File: src/rtl/qs_pkg.sv
// Shared quadrature-sequence definitions: {A,B} phase codes, direction encoding
// and the one-position stepper used by both the emitter and the detector.
package qs_pkg;

    localparam logic [1:0] PH_00 = 2'b00;
    localparam logic [1:0] PH_10 = 2'b10;
    localparam logic [1:0] PH_11 = 2'b11;
    localparam logic [1:0] PH_01 = 2'b01;

    localparam logic DIR_UP   = 1'b1;
    localparam logic DIR_DOWN = 1'b0;

    // The state encoding is the {A,B} pair itself, so the outputs come straight off the flops.
    typedef enum logic [1:0] {
        SEQ_0 = PH_00,
        SEQ_1 = PH_10,
        SEQ_2 = PH_11,
        SEQ_3 = PH_01
    } seq_state_t;

    function automatic seq_state_t next_phase(input seq_state_t cur, input logic up);
        seq_state_t nxt;
        case (cur)
            SEQ_0:   nxt = (up == DIR_UP) ? SEQ_1 : SEQ_3;
            SEQ_1:   nxt = (up == DIR_UP) ? SEQ_2 : SEQ_0;
            SEQ_2:   nxt = (up == DIR_UP) ? SEQ_3 : SEQ_1;
            SEQ_3:   nxt = (up == DIR_UP) ? SEQ_0 : SEQ_2;
            default: nxt = SEQ_0;
        endcase
        return nxt;
    endfunction

endpackage

File: src/rtl/quad_phase_seq.sv
// Two-bit quadrature state stepper: advances one position up or down per adv pulse.
//
//  state | meaning
//  SEQ_0 | (A,B) = (0,0), reset state
//  SEQ_1 | (A,B) = (1,0)
//  SEQ_2 | (A,B) = (1,1)
//  SEQ_3 | (A,B) = (0,1)
module quad_phase_seq
    import qs_pkg::*;
(
    input  logic clk,
    input  logic rst_n,
    input  logic adv,
    input  logic up,
    output logic phaseA,
    output logic phaseB
);

    seq_state_t state_q;
    seq_state_t state_d;
    logic [1:0] state_bits;

    always_ff @(posedge clk or negedge rst_n) begin
        if (!rst_n) begin
            state_q <= SEQ_0;
        end else begin
            state_q <= state_d;
        end
    end

    always_comb begin
        state_d = state_q;
        if (adv) begin
            state_d = next_phase(state_q, up);
        end
    end

    assign state_bits = state_q;
    assign phaseA     = state_bits[1];
    assign phaseB     = state_bits[0];

endmodule

File: src/rtl/quad_encoder_emulator.sv
// Quadrature encoder emulator: buffers step/dir commands in a saturating signed
// pending counter and replays them as A/B edges with a minimum edge spacing.
module quad_encoder_emulator
    import qs_pkg::*;
#(
    parameter int PENDING_BITS   = 16,
    parameter int MIN_EDGE_TICKS = 16,
    parameter int COUNT_BITS     = 32
) (
    input  logic                  clk,
    input  logic                  rst_n,
    input  logic                  step,
    input  logic                  dir,
    input  logic                  clr_overflow,
    output logic                  phaseA,
    output logic                  phaseB,
    output logic [COUNT_BITS-1:0] position,
    output logic                  busy,
    output logic                  overflow
);

    localparam int TIMER_BITS = (MIN_EDGE_TICKS > 1) ? $clog2(MIN_EDGE_TICKS) : 1;
    localparam logic [TIMER_BITS-1:0] TIMER_LOAD = TIMER_BITS'(MIN_EDGE_TICKS - 1);

    localparam logic signed [PENDING_BITS:0] P_MAX = {2'b00, {(PENDING_BITS-1){1'b1}}};
    localparam logic signed [PENDING_BITS:0] P_MIN = {2'b11, {(PENDING_BITS-1){1'b0}}};
    localparam logic signed [PENDING_BITS:0] P_ONE = (PENDING_BITS+1)'(1);
    localparam logic [COUNT_BITS-1:0]        C_ONE = COUNT_BITS'(1);

    logic signed [PENDING_BITS-1:0] pending_q, pending_d;
    logic [TIMER_BITS-1:0]          timer_q, timer_d;
    logic [COUNT_BITS-1:0]          position_q, position_d;
    logic                           busy_q, busy_d;
    logic                           overflow_q, overflow_d;

    logic                           emit;
    logic                           emit_up;
    logic signed [PENDING_BITS:0]   pending_sum;
    logic                           saturate;

    always_ff @(posedge clk or negedge rst_n) begin
        if (!rst_n) begin
            pending_q  <= '0;
            timer_q    <= '0;
            position_q <= '0;
            busy_q     <= 1'b0;
            overflow_q <= 1'b0;
        end else begin
            pending_q  <= pending_d;
            timer_q    <= timer_d;
            position_q <= position_d;
            busy_q     <= busy_d;
            overflow_q <= overflow_d;
        end
    end

    assign emit    = (timer_q == '0) && (pending_q != '0);
    assign emit_up = !pending_q[PENDING_BITS-1];

    always_comb begin
        pending_sum = {pending_q[PENDING_BITS-1], pending_q};
        if (step) begin
            pending_sum = (dir == DIR_UP) ? pending_sum + P_ONE : pending_sum - P_ONE;
        end
        if (emit) begin
            pending_sum = emit_up ? pending_sum - P_ONE : pending_sum + P_ONE;
        end
    end

    // The extra bit of pending_sum holds the out-of-range value; clamping drops the step.
    always_comb begin
        saturate  = 1'b0;
        pending_d = pending_sum[PENDING_BITS-1:0];
        if (pending_sum > P_MAX) begin
            saturate  = 1'b1;
            pending_d = P_MAX[PENDING_BITS-1:0];
        end else if (pending_sum < P_MIN) begin
            saturate  = 1'b1;
            pending_d = P_MIN[PENDING_BITS-1:0];
        end
    end

    always_comb begin
        timer_d    = timer_q;
        position_d = position_q;
        if (emit) begin
            timer_d    = TIMER_LOAD;
            position_d = emit_up ? position_q + C_ONE : position_q - C_ONE;
        end else if (timer_q != '0) begin
            timer_d = timer_q - TIMER_BITS'(1);
        end
    end

    // A saturation in the same cycle as a clear wins, so no dropped step goes unreported.
    always_comb begin
        overflow_d = overflow_q;
        if (clr_overflow) begin
            overflow_d = 1'b0;
        end
        if (saturate) begin
            overflow_d = 1'b1;
        end
    end

    assign busy_d = (pending_d != '0);

    quad_phase_seq u_phase_seq (
        .clk    (clk),
        .rst_n  (rst_n),
        .adv    (emit),
        .up     (emit_up),
        .phaseA (phaseA),
        .phaseB (phaseB)
    );

    assign position = position_q;
    assign busy     = busy_q;
    assign overflow = overflow_q;

endmodule
File: config.mk
export PLATFORM = sky130hd
export DESIGN_NAME = quad_encoder_emulator
export DESIGN_NICKNAME = d
export VERILOG_FILES = /design/src/rtl/qs_pkg.sv /design/src/rtl/quad_phase_seq.sv /design/src/rtl/quad_encoder_emulator.sv
export SDC_FILE = /design/constraint.sdc
export NUM_CORES = 1
export LEC_CHECK = 0
export CORE_MARGIN = 8
export CORE_UTILIZATION = 60
export CTS_CLUSTER_SIZE = 25
export DETAILED_ROUTE_END_ITERATION = 8
export PLACE_DENSITY = 0.85
export RECOVER_POWER = 50
export SETUP_SLACK_MARGIN = 0.1
export SLEW_MARGIN = 20
export SYNTH_ARGS = -nofsm -noshare
export SYNTH_HDL_FRONTEND = slang
export SYNTH_HIERARCHICAL = 1
export SYNTH_SLANG_ARGS = --single-unit
File: constraint.sdc
create_clock -name clk -period 5.65 [get_ports clk]
set_input_delay 1.13 -clock clk [delete_from_list [all_inputs] [get_ports clk]]
set_output_delay 1.13 -clock clk [all_outputs]
set_load 0.01 [all_outputs]
Word-level counts from Yosys, hierarchy flattened
Index checks and enable logic that the tools add are counted.

storage, ports and cells
  logic and storage cells = 44
  register bits = 56
  input port bits = 5

operators by class
  equal/unequal tests = 3
  reductions and logical operators = 8
  $add $sub $neg = 7
  magnitude comparators = 2
  muxes and demuxes = 18

operator list
  cell                                                                            count
  17-bit 2-to-1 mux                                                               4
  32-bit by 1-bit adder with 32-bit output, second input constant                 1
  16-bit 2-to-1 mux                                                               2
  32-bit 2-to-1 mux                                                               1
  16-bit nonzero test                                                             2
  32-bit by 1-bit subtractor with 32-bit output, second input constant            1
  16-bit by 2-bit adder with 17-bit output, second input constant                 1
  17-bit by 2-bit adder with 17-bit output, second input constant                 1
  17-bit by 16-bit > comparator with 1-bit output, second input constant          1
  17-bit by 16-bit less-than comparator with 1-bit output, second input constant  1
  16-bit by 2-bit subtractor with 17-bit output, second input constant            1
  17-bit by 2-bit subtractor with 17-bit output, second input constant            1
  2-bit 2-to-1 mux                                                                4
  4-bit 2-to-1 mux                                                                2
  2-bit one-hot mux with 4 select lines                                           1
  2-bit == test, second input constant                                            2
  4-bit logical NOT                                                               1
  1-bit 2-to-1 mux                                                                4
  2-bit nonzero test                                                              2
  4-bit nonzero test                                                              1
  4-bit by 1-bit subtractor with 4-bit output, second input constant              1
  2-bit by 1-bit == test with 1-bit output, second input constant                 1
  2-bit logical NOT                                                               1
  1-bit logical AND                                                               1

Depth between registers and ports, before layout
Gate-level depths: netlist (run 1).

  depth after elaboration = 10
  mapped depth = 21
  gate-level depth less buffers = 21

Cells and area by module
The synthesis (run 1) kept the hierarchy.

by module, submodules not included
  module                 times used  cells an instance  area each (um^2)  seq. area each (um^2)
  quad_encoder_emulator  1           623                5320.1            1351.3
  quad_phase_seq         1           7                  91.3              50.0

Worst setup path before layout (run 1)
OpenSTA, ideal clock, no wires.

  path type = input to register
  start = input dir
  end = register busy_q, in the netlist busy
  stages on the path = 21
  arrival = 5888 ps
  setup slack = -377 ps
  path through = inv_1 -> fa_1 -> a21o_1 -> a41o_1 -> nor4_1 -> nor3b_1 -> o21a_1 -> nor2_1 -> xor2_1 -> o21ai_0 -> ha_1 -> or2_2 -> a21oi_1 -> a31oi_1 -> a221oi_1 -> nor4_1 -> a2111oi_0 -> o2111a_1 -> inv_2 -> nor2_1 -> or4b_1

on the way
  word-level cells in the longest chain between the ends = 9

ends and longest elaborated chain
  element                                                                                                           RTL line                      RTL
  from (decl)                                                                                                       quad_encoder_emulator.sv:13   input logic dir,
  17-bit 2-to-1 mux *                                                                                               quad_encoder_emulator.sv:63   pending_sum = (dir == DIR_UP) ? pending_sum + P_ONE : pending_sum - P_ONE;
  17-bit 2-to-1 mux *                                                                                               quad_encoder_emulator.sv:62   if (step) begin
  17-bit by 2-bit subtractor with 17-bit output / 17-bit by 2-bit adder with 17-bit output (equally long branches)  quad_encoder_emulator.sv:66   pending_sum = emit_up ? pending_sum - P_ONE : pending_sum + P_ONE;
  17-bit 2-to-1 mux                                                                                                 quad_encoder_emulator.sv:66
  17-bit 2-to-1 mux *                                                                                               quad_encoder_emulator.sv:65   if (emit) begin
  17-bit by 16-bit less-than comparator with 1-bit output                                                           quad_encoder_emulator.sv:77   end else if (pending_sum < P_MIN) begin
  16-bit 2-to-1 mux                                                                                                 quad_encoder_emulator.sv:77
  16-bit 2-to-1 mux *                                                                                               quad_encoder_emulator.sv:74   if (pending_sum > P_MAX) begin
  via pending_d[15]                                                                                                 quad_encoder_emulator.sv:30   logic signed [PENDING_BITS-1:0] pending_q, pending_d;
  16-bit nonzero test *                                                                                             quad_encoder_emulator.sv:105  assign busy_d = (pending_d != '0);
  via busy_d                                                                                                        quad_encoder_emulator.sv:33   logic busy_q, busy_d;
  to (signal assigned)                                                                                              quad_encoder_emulator.sv:52   busy_q <= busy_d;
  to (decl)                                                                                                         quad_encoder_emulator.sv:33

The timed path passes the listed nets; every way through them passes the cells marked *.
A chain may end at the register's enable or synchronous reset.

Worst setup path in the final report (run 1)
  start = input dir
  end = register busy_q, in the netlist busy

on the way
  word-level cells in the longest chain between the ends = 9

ends and longest elaborated chain
  element                                                                                                           RTL line
  17-bit 2-to-1 mux *                                                                                               quad_encoder_emulator.sv:63
  17-bit 2-to-1 mux *                                                                                               quad_encoder_emulator.sv:62
  17-bit by 2-bit subtractor with 17-bit output / 17-bit by 2-bit adder with 17-bit output (equally long branches)  quad_encoder_emulator.sv:66
  17-bit 2-to-1 mux                                                                                                 quad_encoder_emulator.sv:66
  17-bit 2-to-1 mux *                                                                                               quad_encoder_emulator.sv:65
  17-bit by 16-bit less-than comparator with 1-bit output                                                           quad_encoder_emulator.sv:77
  16-bit 2-to-1 mux                                                                                                 quad_encoder_emulator.sv:77
  16-bit 2-to-1 mux *                                                                                               quad_encoder_emulator.sv:74
  16-bit nonzero test *                                                                                             quad_encoder_emulator.sv:105
  via busy_d                                                                                                        quad_encoder_emulator.sv:33

Marks and branches as above.

==> results.cfg, run 1 <==
[clock_network]
tritoncts = built
root_buffer = clkbuf_8
clkTransAtPathRegs_ns = 0.11
clock_sinks = 56
clkLatencyLatePin_ns = 0.32
cts.path.max_buffers = 2
htreeDepth = 2
cts_inserted_buffers = 5

[global_route]
grt_max_degree = 74
grt_pass1_wl_um = 24400
use_met3_pct = 3.19
grt_util_met2_pct = 41.4
antenna_found_initial = 0
overflow = 0
grt.total_usage_pct = 22.8
grt.met1_usage_pct = 26.4
top_usage_layer = met2
grt_pass1_vias = 5334

[route]
routed_wl_um = 15600
vias = 5408
wire_per_inst_um = 18.2
antenna_left = 0
drc = 0
drt_iter0_drc = 335
first_pass_iters = 5
vias_per_cell = 6.31

[floorplan]
initial_core_util_pct = 62.1
dieArea_mm2 = 0.0123
ioPinCount = 41
core_area_mm2 = 0.00872
die_x_um = 111
die_h_um = 111
rows = 34

[cells_and_area]
layout.nets = 818
fin_util_pct = 79.0
diodes = 0
area_growth_pct = 27.3
drive_gt1_share_pct = 20.2
stdcell_count = 857

[timing]
fin_ws_ns = 0.191
hold_viol = 0
hold-worst-slack_ns = 0.516
worst_pin_slew_ns = 3.12
max_freq_ghz = 0.183
skew_ns = 0.0124
final-max-slew-violation-count = 57
timing.final.crit_period_ns = 5.46
fin_crit_sh_pct = 96.6
final-setup-viol-count = 0
slew_headroom_pct = -108

[worst_setup_path]
startpoint_type = input port
worstPathRequired_ns = 5.85
crit_fanout = 5
path_class = input port to flop
endpoint_kind = flop
crit_arrival_ns = 5.66

[logic_synthesis]
syn_area_mm2 = 0.00541
synth_area_leaders = dfrtp_1, ha_1, o21ai_0, xnor2_1, a21oi_1
yosys.area.top_type = dfrtp_1
synth_edf_count = 0
synthMuxAreaShare_pct = 4.16
async_reset_ff_share_pct = 100
netlist.area_leader.share_pct = 25.9
syn_nets = 699
postSynthCellCount = 630
synth_fa_ha_area_share_pct = 17.6
synth.distinct_cells = 64
ys_seq_area_share_pct = 25.9
synth_top_family_by_area = compound AO/OA/AOI/OAI gates
avgSynthCellArea_um2 = 8.59
synthXorXnorAreaFrac_pct = 9.39
ys_warn_count = 6
ys.flop_type = dfrtp_1
synth-seq-cells = 56
synthSimpleGateAreaFrac_pct = 15.9
synth_compound_area_share_pct = 24.2

[run]
cap_violations = 1

[place]
gp_congestion = 0.939
post-place-ws_ns = -0.655
place.detailed.hpwl_um = 10700
dp.cells = 841
io_buffer_count = 40

[outcome]
status = finished, violations left
violations = capacitance limit, slew limit

[worst_hold_path]
worst_hold_path_type = flop to flop
logic make-up after synthesis:
family	after synthesis
buf+inv	40
compound gates	207
fa+ha+maj	77
xor+xnor	58
mux	20
simple gates	172
flops	56
final timing paths:
kind | to | start | cells past startpoint | slack, ns
max in group asynchronous | pending_q[7] | rst_n | 2 | 1.95
worst max register to register | busy | pending_q[1] | 18 | 0.76
worst max-delay path | busy | dir | 20 | 0.19
min in group asynchronous | position[19] | rst_n | 2 | 1.92
worst min-delay path | timer_q[3] | timer_q[3] | 1 | 0.52
worst min register to register | timer_q[3] | timer_q[3] | 1 | 0.52
placed cells by master (no fill, tap or decap), types with 3 or more instances in the layout:
| master | netlist | routed |
|---|---|---|
| a211o_1 | 5 | 5 |
| a211oi_1 | 8 | 7 |
| a21o_1 | 25 | 25 |
| a21oi_1 | 50 | 43 |
| a21oi_2 | 0 | 5 |
| a31oi_1 | 10 | 8 |
| a41o_1 | 3 | 3 |
| and3_1 | 8 | 8 |
| buf_4 | 1 | 84 |
| buf_6 | 0 | 3 |
| clkbuf_8 | 0 | 5 |
| clkdlybuf4s50_1 | 0 | 31 |
| dfrtp_1 | 56 | 56 |
| dlygate4sd3_1 | 0 | 7 |
| ha_1 | 61 | 53 |
| ha_4 | 0 | 7 |
| inv_1 | 21 | 21 |
| maj3_1 | 13 | 13 |
| mux2_2 | 11 | 11 |
| mux2i_1 | 6 | 6 |
| nand2_1 | 65 | 65 |
| nand2b_1 | 8 | 8 |
| nand3_1 | 11 | 11 |
| nand4_1 | 3 | 4 |
| nor2_1 | 31 | 30 |
| nor2b_1 | 5 | 4 |
| nor3_1 | 14 | 13 |
| nor4_1 | 4 | 4 |
| o211ai_1 | 4 | 4 |
| o21a_1 | 8 | 8 |
| o21ai_0 | 60 | 57 |
| o21bai_1 | 6 | 6 |
| o2bb2ai_1 | 3 | 3 |
| o31ai_1 | 7 | 5 |
| or3_1 | 4 | 3 |
| xnor2_1 | 33 | 33 |
| xor2_1 | 25 | 25 |
area by class of cell:
type	instances	area (um2)
Clock buffer	6	72.6
Timing Repair Buffer	128	1070
Sequential cell	56	1400
Fill cell	558	1830
Inverter	24	93.8
Clock inverter	1	5.00
Multi-Input combinational cell	534	4110
Tap cell	108	135
per-stage QoR:
step	setup TNS, ns	instance area (um2)
CTS	0	6730
finish	0	6890
global placement	-2.39	6520
detailed placement	-7.92	6520
global route	-0.0730	6890
floorplan	0	5450
state kept, by name, summed over array words and instances, names as in the netlist:
signal / count
busy: 1
overflow: 1
pending_q: 16
u_phase_seq/state_bits: 2
timer_q: 4
position: 32
critical path: stages:
cell and delay [ns]:
buf_6 0.07, clkinvlp_4 0.17, fa_2 0.39, a21o_1 0.20, buf_4 0.14, a21oi_4 0.15, xnor2_1 0.08, mux2i_1 0.19
inv_1 0.10, ha_4 0.28, o21a_1 0.14, o31a_1 0.17, a21oi_1 0.06, nor2_1 0.11, a21oi_1 0.07, or4_1 0.55
or3b_1 0.40, or4_1 0.48, or3_1 0.32, or4b_1 0.46
synth_stat cells (all sizes together), types with 9 or more instances:
cell type and instances:
nor3 14, clkbuf 12, nor2 31, o21ai 60, a21o 25, nand2b 9
xor2 25, inv 23, nand2 65, a31oi 10, ha 61, maj3 13
nand3 11, xnor2 33, mux2 14, a21oi 50, dfrtp 56
per-layer routing:
layer | wire [um] | vias up | share of wire [%]
li1 | - | 2563 | -
met1 | 6410 | 2620 | 41
met2 | 8060 | 182 | 52
met3 | 716 | 43 | 4.6
met4 | 443 | 0 | 2.8
met5 | 0 | - | 0
timing repair:
action / CTS / global route
hold buffers: 0 / 0
gates resized for setup: 23 / 24
pin swaps: 17 / 19
buffers inserted: 3 / 6
setup endpoints to repair: 18 / 17
Power of run 1 is not shown: default switching activity piles up to over one toggle a cycle in this logic, so the estimate is an artifact.
==> run 2, diff against run 1 <==
--- a/config.mk
+++ b/config.mk
@@ -5,9 +5,9 @@
 export SDC_FILE = /design/constraint.sdc
 export NUM_CORES = 1
 export LEC_CHECK = 0
+export ABC_AREA = 0
 export CORE_MARGIN = 8
 export CORE_UTILIZATION = 60
-export CTS_CLUSTER_SIZE = 25
 export DETAILED_ROUTE_END_ITERATION = 8
 export PLACE_DENSITY = 0.85
 export RECOVER_POWER = 50
==> results of run 2 <==
No change in the layout: final DEF, timing and power equal those of run 1.
Power of run 2 is left out for the same reason.
==> run 3, diff against run 2 <==
--- a/config.mk
+++ b/config.mk
@@ -9,7 +9,7 @@
 export CORE_MARGIN = 8
 export CORE_UTILIZATION = 60
 export DETAILED_ROUTE_END_ITERATION = 8
-export PLACE_DENSITY = 0.85
+export PLACE_DENSITY_LB_ADDON = 0.15
 export RECOVER_POWER = 50
 export SETUP_SLACK_MARGIN = 0.1
 export SLEW_MARGIN = 20
==> run 3 against run 2 <==
The run still ends with capacitance limit, slew limit left. Via count down 5.5%. Non-clock buffer count is the same. Count of clock-buffer cells in the layout shrank 1. Routed wire length fell by 12%. Critical path depth fell by 1. Critical path type unchanged. Critical endpoint unchanged. Largest cell class unchanged.
==> results.cfg, run 3 (synthesis results as in run 1) <==
[outcome]
status = finished, violations left
violations = capacitance limit, slew limit

[worst_setup_path]
worstPathRequired_ns = 5.85
crit_chain = buf_2 -> clkinvlp_4 -> fa_2 -> a21o_1 -> a41o_1 -> or3_1 -> a31oi_2 -> inv_1 -> ha_1 -> or3_1 -> o21ai_0 -> a211o_1 -> nor3b_1 -> xnor2_1 -> nand2_1 -> nand3_1 -> or4_1 -> or3_1 -> or4b_1
path_class = input port to flop
max_stage_delay_ns = 0.53
endpoint_kind = flop
crit_path_frequent_cell = or3_1
reg2reg_depth = 17
crit_fanout = 5
startpoint_type = input port
crit_path_start = dir
crit_arrival_ns = 5.58
reg2reg_to = busy
reg2reg_from = pending_q[0]
critPathSlowestCell = or4_1
rrSetupSlack_ns = 0.86
crit_buf_inv = 3
cp_top_family = simple AND/OR/NAND/NOR gates

[floorplan]
die_x_um = 111
core_area_mm2 = 0.00872
dieArea_mm2 = 0.0123
die_h_um = 111
ioPinCount = 41
rows = 34
initial_core_util_pct = 62.1

[cells_and_area]
multi_input_area_mm2 = 0.00404
final_common_cell = buf_4
register_area_mm2 = 0.00140
layout_common_cells = buf_4, nand2_1, o21ai_0, dfrtp_1, ha_1
design_area_mm2 = 0.00684
n_fill_cell = 589
drive_gt1_share_pct = 19.7
diodes = 0
area_growth_pct = 26.4
largest_reg_flops = 32
layout.nets = 818

[timing]
hold_viol = 0
final-setup-viol-count = 0
skew_ns = 0.0103
fin_crit_sh_pct = 95.2
rsz0062_at_grt = no
worst_pin_slew_ns = 3.01
final-max-slew-violation-count = 57
max_freq_ghz = 0.186
setup-tns-final_ns = 0
hold-worst-slack_ns = 0.499
slew_headroom_pct = -101
timing.final.crit_period_ns = 5.38

[worst_hold_path]
holdPathStages = 1
whs_endpoint = timer_q[3]
worst_hold_path_type = flop to flop
worstHoldStart = timer_q[3]

[route]
antenna_left = 0
drt_iter0_drc = 209
vias_per_cell = 5.95
routed_wl_um = 13800
vias = 5108
first_pass_iters = 4
wire_per_inst_um = 16.1
drc = 0

[global_route]
grt_pass1_vias = 5164
overflow = 0
grt_pass1_wl_um = 23800
grt_max_degree = 74
antenna_found_initial = 0
grt.total_usage_pct = 22.3

[place]
gp_congestion = 0.956
place.detailed.hpwl_um = 10300
io_buffer_count = 40
place_area_mm2 = 0.00654

[clock_network]
tritoncts = built
clock_sinks = 56
cts_inserted_buffers = 5
clkLatencyLatePin_ns = 0.32
htreeDepth = 2
cts.path.max_buffers = 2
clkTransAtPathRegs_ns = 0.10
root_buffer = clkbuf_8

[run]
cap_violations = 1
-- run 3: changes by cell type in the layout (fill, tap and decap cells not counted), moves of 2 or more --
| cell | delta |
|---|---|
| buf_4 | +2 |
| a21oi_1 | +3 |
| a21oi_2 | -2 |
| ha_4 | -2 |
| buf_6 | -3 |
| o21ai_1 | +2 |
-- run 3: worst max path at each step --
stage                     cells after the start  endpoint  slack, ns
after floorplan                              21      busy       0.06
after global placement                       22      busy      -0.44
after detailed placement                     22      busy      -0.75
after CTS                                    22      busy       0.11
after global routing                         19      busy       0.01
final                                        19      busy       0.27
-- run 3: repair_timing --
action,CTS,global route
gates resized for setup,15,22
setup buffers,4,2
pin swaps,16,8
endpoints found under the setup margin,18,17
hold buffers,0,0
-- run 3: layer usage --
metal | global-route usage, % | routed length [um] | up-vias
met2 | 40.5 | 7110 | 91
met1 | 26.2 | 5960 | 2426
met5 | 0 | 0 | -
li1 | - | - | 2565
met3 | 3.08 | 473 | 26
met4 | 6.76 | 263 | 0
-- run 3: cell type report --
type	count	share of cell area, %
multi-input cells	534	59.0
flip-flops and latches	56	20.5
repair buffers	128	15.5
well taps	108	1.98
inverters	24	1.37
clock buffers	5	1.01
clock inverters	3	0.622
-- run 3: metrics by stage --
step | utilization [%] | worst slack (ns) | std cells
floorplan | - | 0.0616 | 630
global placement | 75.0 | -0.436 | 844
detailed placement | 75.0 | -0.746 | 844
CTS | 77.2 | 0.115 | 856
global route | 78.4 | 0.0125 | 858
finish | 78.4 | 0.269 | 858
Power of run 3 is left out for the same reason.
